File: src/rtl/mm_autosolver_if.sv
// Guess/score handshake between the Mastermind solver (master) and the scorer (slave).
interface mm_autosolver_if;
  logic [2:0] guess0;
  logic [2:0] guess1;
  logic [2:0] guess2;
  logic [2:0] guess3;
  logic       guess_valid;
  logic       fb_valid;
  logic [2:0] fb_exact;
  logic [2:0] fb_partial;

  modport master (
    output guess0, guess1, guess2, guess3, guess_valid,
    input  fb_valid, fb_exact, fb_partial
  );

  modport slave (
    input  guess0, guess1, guess2, guess3, guess_valid,
    output fb_valid, fb_exact, fb_partial
  );
endinterface

File: src/rtl/mm_autosolver.sv
// Mastermind auto-solver: walks candidates 0..4095 and presents the first one consistent with all scored history.
// Define MM_SOLVER_FIXED_OPENER_EN to open every game with the fixed guess 0,0,1,1 instead of searching.
module mm_autosolver #(
  parameter int unsigned MAX_TURNS = 8
) (
  input  logic           clk,
  input  logic           reset_n,
  input  logic           start,
  mm_autosolver_if.master game,
  output logic [2:0]     turn,
  output logic           solved,
  output logic           failed,
  output logic           error,
  output logic           busy
);

  typedef enum logic [2:0] {IDLE, SEARCH, PRESENT, WON, LOST, ERR} state_t;

  localparam logic [3:0] TURN_LIMIT = 4'(MAX_TURNS);

  state_t      state;
  logic [11:0] cand;
  logic [11:0] guess;
  logic        guess_valid;
  logic [2:0]  idx;

  logic [11:0] hist_guess   [8];
  logic [2:0]  hist_exact   [8];
  logic [2:0]  hist_partial [8];

  logic [11:0] hguess;
  logic [2:0]  sc_exact;
  logic [2:0]  sc_common;
  logic [2:0]  sc_partial;
  logic        entry_match;
  logic [3:0]  turn_next;

  assign game.guess0      = guess[2:0];
  assign game.guess1      = guess[5:3];
  assign game.guess2      = guess[8:6];
  assign game.guess3      = guess[11:9];
  assign game.guess_valid = guess_valid;

  assign turn_next = {1'b0, turn} + 4'd1;

  // Score the current candidate against history entry idx.
  always_comb begin
    logic [2:0] n_g;
    logic [2:0] n_c;
    hguess    = hist_guess[idx];
    sc_exact  = '0;
    sc_common = '0;
    n_g       = '0;
    n_c       = '0;
    for (int unsigned p = 0; p < 4; p++) begin
      if (cand[3*p +: 3] == hguess[3*p +: 3]) sc_exact = sc_exact + 3'd1;
    end
    for (int unsigned col = 0; col < 8; col++) begin
      n_g = '0;
      n_c = '0;
      for (int unsigned p = 0; p < 4; p++) begin
        if (hguess[3*p +: 3] == 3'(col)) n_g = n_g + 3'd1;
        if (cand[3*p +: 3]   == 3'(col)) n_c = n_c + 3'd1;
      end
      sc_common = sc_common + ((n_g < n_c) ? n_g : n_c);
    end
    sc_partial  = sc_common - sc_exact;
    entry_match = (sc_exact == hist_exact[idx]) && (sc_partial == hist_partial[idx]);
  end

  always_ff @(posedge clk or negedge reset_n) begin
    if (!reset_n) begin
      state       <= IDLE;
      cand        <= '0;
      guess       <= '0;
      guess_valid <= 1'b0;
      idx         <= '0;
      turn        <= '0;
      solved      <= 1'b0;
      failed      <= 1'b0;
      error       <= 1'b0;
      busy        <= 1'b0;
      for (int unsigned i = 0; i < 8; i++) begin
        hist_guess[i]   <= '0;
        hist_exact[i]   <= '0;
        hist_partial[i] <= '0;
      end
    end else if (start) begin
      state       <= SEARCH;
      cand        <= '0;
      guess_valid <= 1'b0;
      idx         <= '0;
      turn        <= '0;
      solved      <= 1'b0;
      failed      <= 1'b0;
      error       <= 1'b0;
      busy        <= 1'b1;
      for (int unsigned i = 0; i < 8; i++) begin
        hist_guess[i]   <= '0;
        hist_exact[i]   <= '0;
        hist_partial[i] <= '0;
      end
    end else begin
      case (state)
        SEARCH: begin
          // idx reaching turn means every recorded entry agreed with this candidate.
          if (idx == turn) begin
`ifdef MM_SOLVER_FIXED_OPENER_EN
            guess <= (turn == 3'd0) ? 12'o0011 : cand;
`else
            guess <= cand;
`endif
            guess_valid <= 1'b1;
            busy        <= 1'b0;
            state       <= PRESENT;
          end else if (entry_match) begin
            idx <= idx + 3'd1;
          end else if (cand == '1) begin
            error <= 1'b1;
            busy  <= 1'b0;
            state <= ERR;
          end else begin
            cand <= cand + 12'd1;
            idx  <= '0;
          end
        end
        PRESENT: begin
          if (game.fb_valid) begin
            hist_guess[turn]   <= guess;
            hist_exact[turn]   <= game.fb_exact;
            hist_partial[turn] <= game.fb_partial;
            turn               <= turn_next[2:0];
            guess_valid        <= 1'b0;
            idx                <= '0;
            if (game.fb_exact == 3'd4) begin
              solved <= 1'b1;
              state  <= WON;
            end else if (turn_next == TURN_LIMIT) begin
              failed <= 1'b1;
              state  <= LOST;
`ifdef MM_SOLVER_FIXED_OPENER_EN
            end else if (turn == 3'd0) begin
              // The opener was not a searched candidate, so the scan starts at 0.
              busy  <= 1'b1;
              state <= SEARCH;
`endif
            end else if (cand == '1) begin
              error <= 1'b1;
              state <= ERR;
            end else begin
              cand  <= cand + 12'd1;
              busy  <= 1'b1;
              state <= SEARCH;
            end
          end
        end
        default: ;
      endcase
    end
  end

endmodule

File: src/flat_wrapper.sv
// flat-port wrapper written by rule: the top's interface ports become plain ports
module mm_autosolver_flat 
#(
  parameter int unsigned MAX_TURNS = 8
)
  (clk, reset_n, start, turn, solved, failed, error, busy, game_guess0, game_guess1, game_guess2, game_guess3, game_guess_valid, game_fb_valid, game_fb_exact, game_fb_partial);
  mm_autosolver_if game_i ();
  input  logic clk;
  input  logic reset_n;
  input  logic start;
  output logic [2:0] turn;
  output logic solved;
  output logic failed;
  output logic error;
  output logic busy;
  output wire logic [$bits(game_i.guess0)-1:0] game_guess0;
  output wire logic [$bits(game_i.guess1)-1:0] game_guess1;
  output wire logic [$bits(game_i.guess2)-1:0] game_guess2;
  output wire logic [$bits(game_i.guess3)-1:0] game_guess3;
  output wire logic [$bits(game_i.guess_valid)-1:0] game_guess_valid;
  input wire logic [$bits(game_i.fb_valid)-1:0] game_fb_valid;
  input wire logic [$bits(game_i.fb_exact)-1:0] game_fb_exact;
  input wire logic [$bits(game_i.fb_partial)-1:0] game_fb_partial;
  assign game_guess0 = game_i.guess0;
  assign game_guess1 = game_i.guess1;
  assign game_guess2 = game_i.guess2;
  assign game_guess3 = game_i.guess3;
  assign game_guess_valid = game_i.guess_valid;
  assign game_i.fb_valid = game_fb_valid;
  assign game_i.fb_exact = game_fb_exact;
  assign game_i.fb_partial = game_fb_partial;
  mm_autosolver #(.MAX_TURNS(MAX_TURNS)) u_core (.clk(clk), .reset_n(reset_n), .start(start), .game(game_i), .turn(turn), .solved(solved), .failed(failed), .error(error), .busy(busy));
endmodule
File: config.mk
export PLATFORM = sky130hd
export DESIGN_NAME = mm_autosolver_flat
export DESIGN_NICKNAME = d
export VERILOG_FILES = /design/src/rtl/mm_autosolver_if.sv /design/src/rtl/mm_autosolver.sv /design/src/flat_wrapper.sv
export SDC_FILE = /design/constraint.sdc
export NUM_CORES = 1
export LEC_CHECK = 0
export BUFFER_PORTS_ARGS = -buffer_cell sky130_fd_sc_hd__buf_4
export CAP_MARGIN = 10
export CELL_PAD_IN_SITES_DETAIL_PLACEMENT = 0
export CELL_PAD_IN_SITES_GLOBAL_PLACEMENT = 1
export CORE_MARGIN = 4
export CORE_UTILIZATION = 50
export DETAILED_ROUTE_END_ITERATION = 6
export PLACE_DENSITY_LB_ADDON = 0.12
export RECOVER_POWER = 100
export SKIP_LAST_GASP = 1
export SYNTH_ARGS = -nofsm -noshare
export SYNTH_HDL_FRONTEND = slang
export SYNTH_SLANG_ARGS = --single-unit
File: constraint.sdc
create_clock -name clk -period 9.8 [get_ports clk]
set_input_delay 0.49 -clock clk [delete_from_list [all_inputs] [get_ports clk]]
set_output_delay 0.49 -clock clk [all_outputs]
set_load 0.05 [all_outputs]
; ---- Word-level counts from Yosys, hierarchy flattened
; Cells that the tools add are included.
[totals]
register_bits = 182
out_inout_bits = 20
[classes]
n_addsub = 62
n_bitwise = 3
magnitude_cmp = 11
n_eq_ne = 79
reduce_logical = 24
muxes = 157
[op_table]
columns = operator, n
row1 = 2-to-1 mux 96 bit, 3
row2 = 2-to-1 mux 3 bit, 80
row3 = 2-to-1 mux 24 bit, 6
row4 = 2-to-1 mux 12 bit, 10
row5 = adder 3 x 1 -> 3 bit (second input constant), 35
row6 = == test 3 bit (second input constant), 33
row7 = bitwise mux 96 bit, 1
row8 = == test 3 x 2 -> 1 bit (second input constant), 17
row9 = bitwise mux 24 bit, 2
row10 = 2-to-1 mux 1 bit, 44
row11 = binary-select mux 12 bit (select 3 bit), 1
row12 = demux 12 bit (select 3 bit), 1
row13 = adder 1 x 1 -> 2 bit (second input constant), 17
row14 = == test 3 x 1 -> 1 bit (second input constant), 9
row15 = zero test 3 bit, 8
row16 = < comparator 3 bit, 8
row17 = one-hot mux 12 bit (2 select lines), 1
row18 = adder 3 bit, 7
row19 = == test 3 bit, 7
row20 = binary-select mux 3 bit (select 3 bit), 2
row21 = != test 3 bit (second input constant), 6
row22 = adder 12 x 1 -> 12 bit (second input constant), 1
row23 = == test 12 bit (second input constant), 1
row24 = one-hot mux 3 bit (2 select lines), 2
row25 = other kinds (22), 34

; ---- Logic depth before layout (Yosys ltp)
; Gate-level depths: netlist of the first run.
[depth]
word_depth = 28
mapped_depth = 33
ltp_nobuf = 29

; ---- Least setup slack after synthesis of the first run
; Ideal clock, no wire load.
[synth_timing]
kind = register to register
from = register u_core.idx[0]
to = register u_core.cand[7]
stages_incl_launch_ff = 31
required_ps = 9675
setup_ps = 125
path_slack_ps = 1380
t_arrival_ps = 8296
n_path_buf = 3
cell_sequence = dfrtp_1 buf_6 buf_2 buf_1 mux4_2 mux2i_1 inv_1 nor3_1 ha_1 xor2_1 ha_1 mux2_2 ha_1 a21oi_1 o21bai_1 mux2i_1 fa_1 fa_1 inv_1 fa_1 ha_1 xor2_1 xnor2_1 xnor2_1 xnor2_1 xnor2_1 or4_1 mux2i_2 nand3_1 and4_1 mux2_2
[synth_between]
elab_chain_cells = 26
[synth_lines]
columns = element, line
row1 = start: declaration, mm_autosolver.sv:25  ; logic [2:0] idx;
row2 = start signal: assignment, mm_autosolver.sv:117  ; idx <= idx + 3'd1;
row3 = inverter 3 -> 4 bit (not written as such), "mm_autosolver.sv:50, mm_autosolver.sv:68"
row4 = binary-select mux 12 bit (select 3 bit), mm_autosolver.sv:50  ; hguess = hist_guess[idx];
row5 = 2-to-1 mux 12 bit (not written as such) (2 in series), mm_autosolver.sv:50
row6 = == test 3 x 1 -> 1 bit or zero test 3 bit (tied branches), mm_autosolver.sv:62  ; if (hguess[3*p +: 3] == 3'(col)) n_g = n_g + 3'd1;
row7 = 2-to-1 mux 1 bit, mm_autosolver.sv:62
row8 = adder 1 x 1 -> 2 bit, mm_autosolver.sv:62
row9 = 2-to-1 mux 3 bit, mm_autosolver.sv:62
row10 = adder 3 x 1 -> 3 bit, mm_autosolver.sv:62
row11 = [... 3 more ...], -
row12 = < comparator 3 bit, mm_autosolver.sv:65  ; sc_common = sc_common + ((n_g < n_c) ? n_g : n_c);
row13 = 2-to-1 mux 3 bit, mm_autosolver.sv:65
row14 = adder 3 bit (7 in series), mm_autosolver.sv:65
row15 = subtractor 3 bit, mm_autosolver.sv:67  ; sc_partial = sc_common - sc_exact;
row16 = == test 3 bit, mm_autosolver.sv:68  ; entry_match = (sc_exact == hist_exact[idx]) && (sc_partial == hist_partial[idx]);
row17 = logical AND 1 bit, mm_autosolver.sv:68
row18 = != test 3 bit (no line), -
row19 = AND reduction 6 bit (no line) (*), -
row20 = end signal: assignment, mm_autosolver.sv:123  ; cand <= cand + 12'd1;
row21 = end signal: assignment, mm_autosolver.sv:151  ; cand <= cand + 12'd1;
row22 = end: declaration, mm_autosolver.sv:22  ; logic [11:0] cand;
; Mark *: on every way between the ends. The rest lies on a longest branch, timed or not. The select of a mux whose other input is x is not followed.
; A chain may end at the register's enable or synchronous reset.

; ---- Final worst setup path of the first run
; Same ends and word-level chain as after synthesis.

==> results of run 1 <==
-- flip-flops by register name, summed over array words and instances, names as in the netlist --
| signal | flops |
|---|---|
| u_core.guess | 12 |
| u_core.solved | 1 |
| u_core.error | 1 |
| u_core.failed | 1 |
| u_core.busy | 1 |
| u_core.state | 3 |
| u_core.hist_guess | 96 |
| u_core.turn | 3 |
| u_core.hist_partial | 24 |
| u_core.idx | 3 |
| u_core.game.guess_valid | 1 |
| u_core.cand | 12 |
| u_core.hist_exact | 24 |
-- metrics by stage --
stage | utilization [%] | total power, mW | setup slack (ns) | cells
2_1_floorplan | - | 2.17 | 1.38 | 1427
3_3_place_gp | 52.7 | 2.56 | 1.10 | 1705
3_5_place_dp | 52.7 | 2.60 | 1.07 | 1705
4_1_cts | 55.2 | 3.34 | 1.03 | 1737
5_1_grt | 54.7 | 3.50 | 0.233 | 1737
6_report | 54.7 | 3.28 | 0.838 | 1738
-- cells in the final DEF (no fill, tap or decap), types with 9 or more instances in the layout --
master       n
and2_1      10
nor3_1      15
xor2_1      28
mux2_2      39
nor2b_1     22
nand2b_1    16
ha_1        86
mux4_2      28
a21oi_1    164
nand2_1    358
fa_1         9
nor2_1      62
nand4_1     10
dfrtp_1    180
buf_4       16
clkbuf_1    25
mux2i_1     43
nand3_1     23
nand3b_1     9
o21ai_0     19
clkbuf_16   17
xnor2_1     56
inv_1       73
-- area by class of cell --
cell class	count	area (um2)	area share (%)
Multi-Input combinational cell	1084	7360	54.8
Antenna cell	1	2.50	0.0186
Clock buffer	17	425	3.17
Inverter	73	274	2.04
Sequential cell	182	4560	33.9
Clock inverter	15	186	1.39
Tap cell	324	405	3.02
Timing Repair Buffer	42	219	1.63
-- layer usage --
| metal | vias up | global-route usage (%) |
|---|---|---|
| met1 | 4791 | 33.9 |
| met3 | 48 | 2.55 |
| met5 | - | 0 |
| met2 | 223 | 43.0 |
| li1 | 4714 | - |
| met4 | 0 | 6.26 |
-- cell families after synthesis --
| kind of cell | share of synthesized area (%) |
|---|---|
| and+or+nand+nor | 20.2 |
| AOI/OAI and AO/OA | 9.68 |
| DFF | 36.3 |
| buffers and inverters | 5.13 |
| muxes | 12.7 |
| adders and majority gates | 10.0 |
| xor gates and xnor gates | 6.00 |
-- worst max-delay path, stage by stage, from the launching register on --
cell      delay [ns]
dfrtp_2         0.87
mux4_2          0.59
mux2i_1         0.50
inv_1           0.21
nor3_1          0.29
ha_1            0.30
xor2_1          0.19
ha_1            0.32
mux2_1          0.32
ha_1            0.29
a21oi_1         0.06
o21bai_1        0.23
mux2i_1         0.28
fa_1            0.47
fa_1            0.50
inv_1           0.06
fa_1            0.54
ha_1            0.16
xor2_1          0.18
xnor2_1         0.16
xnor2_1         0.19
xnor2_1         0.18
xnor2_1         0.12
or4_1           0.49
mux2i_1         0.48
nand3_1         0.32
and4_1          0.29
mux2_2          0.26
-- report_power, final --
part,internal [mW],switching (mW)
Clock,0.368,0.354
Sequential,0.777,0.0641
Combinational,0.737,0.981
Total,1.88,1.40
-- worst min-delay path by stage --
stage,start,end,slack [ns],cells past startpoint
after floorplan,reset_n,u_core.busy,0.19,0
after global routing,game_fb_partial[0],u_core.hist_partial[3],0.31,3
after CTS,reset_n,u_core.hist_partial[15],0.21,1
final,game_fb_partial[1],u_core.hist_partial[16],0.33,3
after global placement,u_core.solved,u_core.solved,0.48,2
after detailed placement,u_core.solved,u_core.solved,0.49,2
==> flow_metrics.tcl, run 1 <==
set metrics [dict create \
    status "finished, violations left" \
    violations "capacitance limit, slew limit" \
    endpoint "u_core.cand[7]" \
    yosys.area.top_type_share_pct 36.3 \
    grt_max_degree 110 \
    avgViaCountPerCell 5.62 \
    startpoint_type "flip-flop" \
    cts_buffer_depth 2 \
    p_leak_nw 5.78 \
    timing.rr.start "u_core.idx[0]" \
    nets 1505 \
    wl_met1_um 15200 \
    drtAntennaViolNets 0 \
    drive_gt1_share_pct 9.55 \
    crit_fanout 23 \
    yosysMostFrequentCell "nand2_1" \
    skew_ns 0.0192 \
    drt-initial-drc-count 700 \
    cap_violations 5 \
    ff2ff_path_depth 27 \
    ioPinCount 30 \
    p_per_area_nw_per_um2 244 \
    synthFlopType "dfrtp_1" \
    synth_commonest_cells "358 x nand2_1, 182 x dfrtp_1, 164 x a21oi_1, 86 x ha_1, 73 x inv_1" \
    synth-edff-count 0 \
    clockRootBuffer "clkbuf_16" \
    vias 9776 \
    r2r_end "u_core.cand[7]" \
    crit_path_start "u_core.idx[0]" \
    highest_layer "met4" \
    synth_nets 1532 \
    die_w_um 166 \
    synth_top_cell_by_area "dfrtp_1" \
    drt_wl_total_um 34600 \
    antenna_found_initial 0 \
    dpl_cell_area_um2 12900 \
    slew_headroom_pct -307 \
    peakVddDrop_mv 0.311 \
    rows 57 \
    dieHeight_um 166 \
    clkTransAtPathRegs_ns 0.09 \
    cts.sinks 182 \
    setup_viol 0 \
    period_share_pct 91.4 \
    required_ns 10.13 \
    hpwlAfterDp_um 22600 \
    slew_violations 321 \
    postSynthAreaPerCell_um2 8.79 \
    path_class "reg2reg" \
    yosys_warnings 0 \
    cp-end-kind "flip-flop" \
    drc 0 \
    fin_area_um2 13400 \
    final.setup.tns_ns 0 \
    ys_seq_area_share_pct 36.3 \
    hold_path.class "in2reg" \
    synth_cell_type_count 62 \
    io_buffers 29 \
    track_usage_pct 24.9 \
    cts_htree_levels 4 \
    routedWlPerCell_um 19.9 \
    gp_routability_congestion 0.823 \
    fmax_mhz 112 \
    wl_met3_um 1320 \
    crit_arrival_ns 9.29 \
    min_period_ns 8.96 \
    rsz0062_at_grt "false" \
    dr.pass1.iters 5 \
    dr_wl_met2_um 17400 \
    grt_pass1_vias 9450 \
    cts_resized 0 \
    async_reset_ff_share_pct 100 \
    cts_buffers 17 \
    hold_ws_ns 0.326 \
    r2r_setup_slack_ns 0.84 \
    syn_inst 1427 \
    initial_core_util_pct 51.1 \
    cts_hold_buf 0 \
    insertion_delay_ns 0.44 \
    area_growth_syn_to_layout_pct 7.05 \
    hold_viol 0 \
    ys_top_cells_by_area "dfrtp_1 36%, nand2_1 11%, ha_1 8.6%" \
    cts_setup_buffers 0 \
    worstMarginPinSlew_ns 6.10 \
    core_area_um2 24500 \
    dieArea_um2 27700 \
    grt_pass1_wl_um 54400 \
    ys_ff_latch 182 \
    synth_area_um2 12500 \
    fillCellCount 2305 \
    cts_tree "built" \
    grt_overflow_total 0 \
]
No activity file was read; power rests on OpenSTA's default activity.
==> run 2, diff against run 1 <==
--- a/config.mk
+++ b/config.mk
@@ -10,7 +10,8 @@
 export CELL_PAD_IN_SITES_DETAIL_PLACEMENT = 0
 export CELL_PAD_IN_SITES_GLOBAL_PLACEMENT = 1
 export CORE_MARGIN = 4
-export CORE_UTILIZATION = 50
+export CORE_UTILIZATION = 51
+export CTS_BUF_LIST = sky130_fd_sc_hd__clkbuf_8
 export DETAILED_ROUTE_END_ITERATION = 6
 export PLACE_DENSITY_LB_ADDON = 0.12
 export RECOVER_POWER = 100
==> run 2 against run 1 <==
Against the previous run: the run still ends with capacitance limit, slew limit left; non-clock buffer count down 1; final cell count decreased by 0.17%; maximum frequency is 1.1% higher; largest cell class unchanged.
==> flow_metrics.tcl, run 2 (synthesized netlist as in run 1, its figures left out) <==
set metrics [dict create \
    cts_tree "built" \
    clockRootBuffer "clkbuf_8" \
    hold_path.class "in2reg" \
    slew_headroom_pct -280 \
    period_share_pct 90.5 \
    status "finished, violations left" \
    top_regs "u_core.hist_guess x96, u_core.hist_exact x24, u_core.hist_partial x24" \
    grt_pass1_vias 9578 \
    final_common_cell "nand2_1" \
    clkTransAtPathRegs_ns 0.12 \
    drtAntennaViolNets 0 \
    place_worst_setup_slack_ns 1.17 \
    drt-initial-drc-count 856 \
    vias 9777 \
    rows 57 \
    cts.sinks 182 \
    final.setup.tns_ns 0 \
    ioPinCount 30 \
    dieHeight_um 165 \
    worstMarginPinSlew_ns 5.70 \
    hold_viol 0 \
    crit_arrival_ns 9.23 \
    largest_reg_flops 96 \
    rsz0062_at_grt "false" \
    core_area_um2 24200 \
    drt_wl_total_um 34100 \
    track_usage_pct 26.1 \
    busiest_layer "met2" \
    hpwlAfterDp_um 22900 \
    met1_usage_pct 36.2 \
    dieArea_um2 27200 \
    cts_buffer_depth 2 \
    p_leak_nw 5.69 \
    cts_hold_buf 0 \
    initial_core_util_pct 51.7 \
    violations "capacitance limit, slew limit" \
    required_ns 10.17 \
    grtUsageMet3_pct 2.70 \
    slew_violations 269 \
    io_buffers 29 \
    fmax_mhz 113 \
    path_class "reg2reg" \
    dr.pass1.iters 5 \
    avgViaCountPerCell 5.64 \
    cts_resized 0 \
    grt_max_degree 105 \
    cp-end-kind "flip-flop" \
    cap_violations 3 \
    gp_routability_congestion 0.885 \
    cts_htree_levels 4 \
    min_period_ns 8.87 \
    p_per_area_nw_per_um2 231 \
    die_w_um 165 \
    drc 0 \
    insertion_delay_ns 0.47 \
    cts_setup_buffers 0 \
    area_growth_syn_to_layout_pct 5.44 \
    n_antenna_cell 0 \
    slowest_stage "dfrtp_2" \
    skew_ns 0.0233 \
    fin_ws_ns 0.935 \
    cts_buffers 17 \
    peakVddDrop_mv 0.187 \
    layout_common_cells "358 x nand2_1, 180 x dfrtp_1, 164 x a21oi_1, 86 x ha_1, 73 x inv_1" \
    setup_viol 0 \
    routedWlPerCell_um 19.6 \
    met2_usage_pct 43.3 \
    startpoint_type "flip-flop" \
    antenna_found_initial 0 \
    critPathMaxStageDelay_ns 0.78 \
    drive_gt1_share_pct 9.57 \
    nets 1504 \
    largest_register "u_core.hist_guess" \
    grt_pass1_wl_um 54400 \
    grt_overflow_total 0 \
    crit_fanout 22 \
]
==> run 2: worst paths after layout <==
| kind | startpoint | end | slack (ns) | cells after the start |
|---|---|---|---|---|
| max | u_core.idx[1] | u_core.cand[7] | 0.93 | 28 |
| min | game_fb_partial[1] | u_core.hist_partial[13] | 0.29 | 3 |
| max reg2reg | u_core.idx[1] | u_core.cand[7] | 0.93 | 28 |
| min reg2reg | u_core.solved | u_core.solved | 0.51 | 2 |
| max in group asynchronous | reset_n | u_core.idx[0] | 3.44 | 2 |
| min in group asynchronous | reset_n | u_core.hist_guess[38] | 2.10 | 1 |
==> run 2: metal layers <==
metal,wire length [um],share of wire (%),up-vias
li1,-,-,4696
met1,15100,44,4786
met2,16600,49,245
met3,1470,4.3,50
met4,889,2.6,0
met5,0,0,-
==> run 2: where the power goes <==
part           leakage, nW  internal (mW)  switching, mW
Clock                0.192          0.213          0.313
Combinational         2.98          0.737          0.952
Sequential            2.52          0.777         0.0623
==> run 2: final cells by class <==
| type | count | area, um2 |
|---|---|---|
| Clock buffer | 17 | 234 |
| Inverter | 73 | 274 |
| Fill cell | 2324 | 11000 |
| Tap cell | 324 | 405 |
| Sequential cell | 182 | 4560 |
| Timing Repair Buffer | 41 | 231 |
| Multi-Input combinational cell | 1084 | 7360 |
| Clock inverter | 14 | 165 |
==> run 2: worst max-delay path: cells and delay by family, from the launching register on <==
kind,cells,cell delay [ns]
simple gates,4,1.43
flops,1,0.78
xor+xnor,6,1.02
buf+inv,3,0.59
fa+ha+maj,7,2.55
mux,6,2.09
compound gates,2,0.29
==> run 2: through the flow <==
step	cell area (um2)	power [mW]	utilization [%]	instances	hold WS, ns
after global placement	12900	2.56	53.3	1704	0.480
after detailed placement	12900	2.60	53.3	1704	0.497
final	13200	3.05	54.5	1735	0.291
after CTS	13300	3.13	54.9	1735	0.140
after floorplan	12500	2.17	-	1427	0.194
after global routing	13200	3.30	54.5	1735	0.270
==> run 3, diff against run 2 <==
--- a/config.mk
+++ b/config.mk
@@ -10,7 +10,7 @@
 export CELL_PAD_IN_SITES_DETAIL_PLACEMENT = 0
 export CELL_PAD_IN_SITES_GLOBAL_PLACEMENT = 1
 export CORE_MARGIN = 4
-export CORE_UTILIZATION = 51
+export CORE_UTILIZATION = 46
 export CTS_BUF_LIST = sky130_fd_sc_hd__clkbuf_8
 export DETAILED_ROUTE_END_ITERATION = 6
 export PLACE_DENSITY_LB_ADDON = 0.12
==> constraint.sdc (replaced) <==
create_clock -name clk -period 7.31 [get_ports clk]
set_input_delay 0.3655 -clock clk [delete_from_list [all_inputs] [get_ports clk]]
set_output_delay 0.3655 -clock clk [all_outputs]
set_load 0.05 [all_outputs]
==> run 3 against run 2 <==
Against the previous run: the flow finishes with violations (capacitance limit, slew limit, setup timing); clock power up 39%; critical path depth up 1; global-route usage down 1.5 points; utilization up 1.3 points.
==> flow_metrics.tcl, run 3 (synthesized netlist as in run 1, its figures left out) <==
set metrics [dict create \
    hold_path.class "in2reg" \
    min_period_ns 7.66 \
    skew_ns 0.0274 \
    hold_ws_ns 0.151 \
    rsz0062_at_grt "true" \
    hpwlAfterDp_um 25400 \
    track_usage_pct 24.6 \
    grt_pass1_wl_um 58300 \
    vias 10345 \
    p_leak_nw 6.53 \
    final.setup.tns_ns -4.44 \
    setup_viol 18 \
    largest_register "u_core.hist_guess" \
    timing.rr.start "u_core.idx[0]" \
    layout_common_cells "349 x nand2_1, 179 x dfrtp_1, 156 x a21oi_1, 137 x buf_4, 72 x ha_1" \
    drt-initial-drc-count 683 \
    cts_htree_levels 4 \
    final_common_cell "nand2_1" \
    top_regs "u_core.hist_guess x96, u_core.hist_exact x24, u_core.hist_partial x24" \
    crit_fanout 7 \
    dieArea_um2 30000 \
    crit_arrival_ns 8.04 \
    largest_reg_flops 96 \
    avgViaCountPerCell 5.48 \
    slowest_stage "mux4_2" \
    status "finished, violations left" \
    nets 1640 \
    cap_violations 1 \
    hold_viol 0 \
    gp_routability_congestion 0.848 \
    clockRootBuffer "clkbuf_8" \
    drt_wl_total_um 37100 \
    cts.sinks 182 \
    cts_buffers 17 \
    crit_family "adder cells" \
    path_buf_inv 4 \
    cts_tree "built" \
    core_area_um2 26900 \
    fillCellCount 2471 \
    startpoint_type "flip-flop" \
    slew_headroom_pct -198 \
    peakVddDrop_mv 0.398 \
    drive_gt1_share_pct 23.8 \
    whs_endpoint "u_core.hist_partial[21]" \
    worstMarginPinSlew_ns 4.48 \
    dieHeight_um 173 \
    insertion_delay_ns 0.48 \
    grt_max_degree 93 \
    drtAntennaViolNets 0 \
    hold_depth 3 \
    rows 60 \
    fmax_mhz 131 \
    crit_top_cell "xnor2_1" \
    required_ns 7.70 \
    grt_pass1_vias 10344 \
    critPathMaxStageDelay_ns 0.55 \
    place_worst_setup_slack_ns -0.418 \
    area_growth_syn_to_layout_pct 19.6 \
    hp-start "game_fb_partial[0]" \
    ioPinCount 30 \
    violations "capacitance limit, slew limit, setup timing" \
    io_buffers 29 \
    slew_violations 81 \
    period_share_pct 105 \
    r2r_end "u_core.cand[7]" \
    r2r_setup_slack_ns -0.35 \
    n_antenna_cell 0 \
    p_per_area_nw_per_um2 332 \
    drc 0 \
    ff2ff_path_depth 29 \
    cts_buffer_depth 2 \
    clkTransAtPathRegs_ns 0.13 \
    die_w_um 173 \
    antenna_found_initial 0 \
    grt_overflow_total 0 \
    routedWlPerCell_um 19.6 \
    dr.pass1.iters 5 \
    initial_core_util_pct 46.7 \
    fin_ws_ns -0.347 \
    path_class "reg2reg" \
    cp-end-kind "flip-flop" \
]
run 3: layer usage:
layer,routed length [um],track usage [%],up-vias
li1,-,-,4969
met1,16600,32.9,5138
met2,18400,42.8,184
met3,1090,2.32,54
met4,935,6.85,0
met5,0,0,-
run 3: stage by stage:
step           utilization, %  power, mW  instance area, um2  std cells
2_1_floorplan               -       3.06               12800       1427
3_3_place_gp             52.4       3.97               14100       1839
3_5_place_dp             52.4       4.01               14100       1839
4_1_cts                  55.4       4.85               14900       1882
5_1_grt                  55.8       5.32               15000       1889
6_report                 55.8       4.99               15000       1889
run 3: worst max-delay path by stage:
stage                   from              end  depth (start not counted)
6_report       u_core.idx[0]   u_core.cand[7]                         29
5_1_grt        u_core.idx[0]   u_core.cand[7]                         30
2_1_floorplan  u_core.idx[0]  u_core.cand[10]                         31
3_3_place_gp   u_core.idx[0]  u_core.cand[10]                         31
4_1_cts        u_core.idx[0]    u_core.idx[1]                         29
3_5_place_dp   u_core.idx[0]  u_core.cand[10]                         31
run 3: final cells by class:
| cell class | instances | area (um2) | area share (%) |
|---|---|---|---|
| repair buffers | 177 | 1340 | 8.93 |
| clock buffers | 17 | 234 | 1.56 |
| flip-flops and latches | 182 | 4560 | 30.4 |
| inverters | 73 | 277 | 1.84 |
| clock inverters | 15 | 195 | 1.30 |
| well taps | 341 | 427 | 2.84 |
| multi-input cells | 1084 | 7970 | 53.1 |
run 3: what timing repair did:
action	4_1_cts	5_1_grt
endpoints found under the hold margin	79	0
cloned	1	0
hold buffers	1	0
setup buffers	10	8
pin swaps	25	20
resized for setup	61	42
setup endpoints to repair	18	18
run 3: worst register-to-register path: cells and delay by family, from the launching register on:
family | cells | cell delay (ns)
adders and majority gates | 7 | 2.53
muxes | 6 | 1.93
xor gates and xnor gates | 6 | 0.98
and+or+nand+nor | 4 | 0.82
buffers and inverters | 4 | 0.54
DFF | 1 | 0.47
AOI/OAI and AO/OA | 2 | 0.29
run 3: power by group:
group	leakage [nW]	total, mW	internal, mW	switching (mW)
combinational	3.80	3.14	1.53	1.61
sequential	2.52	1.11	1.04	0.0697
clock	0.207	0.730	0.268	0.462
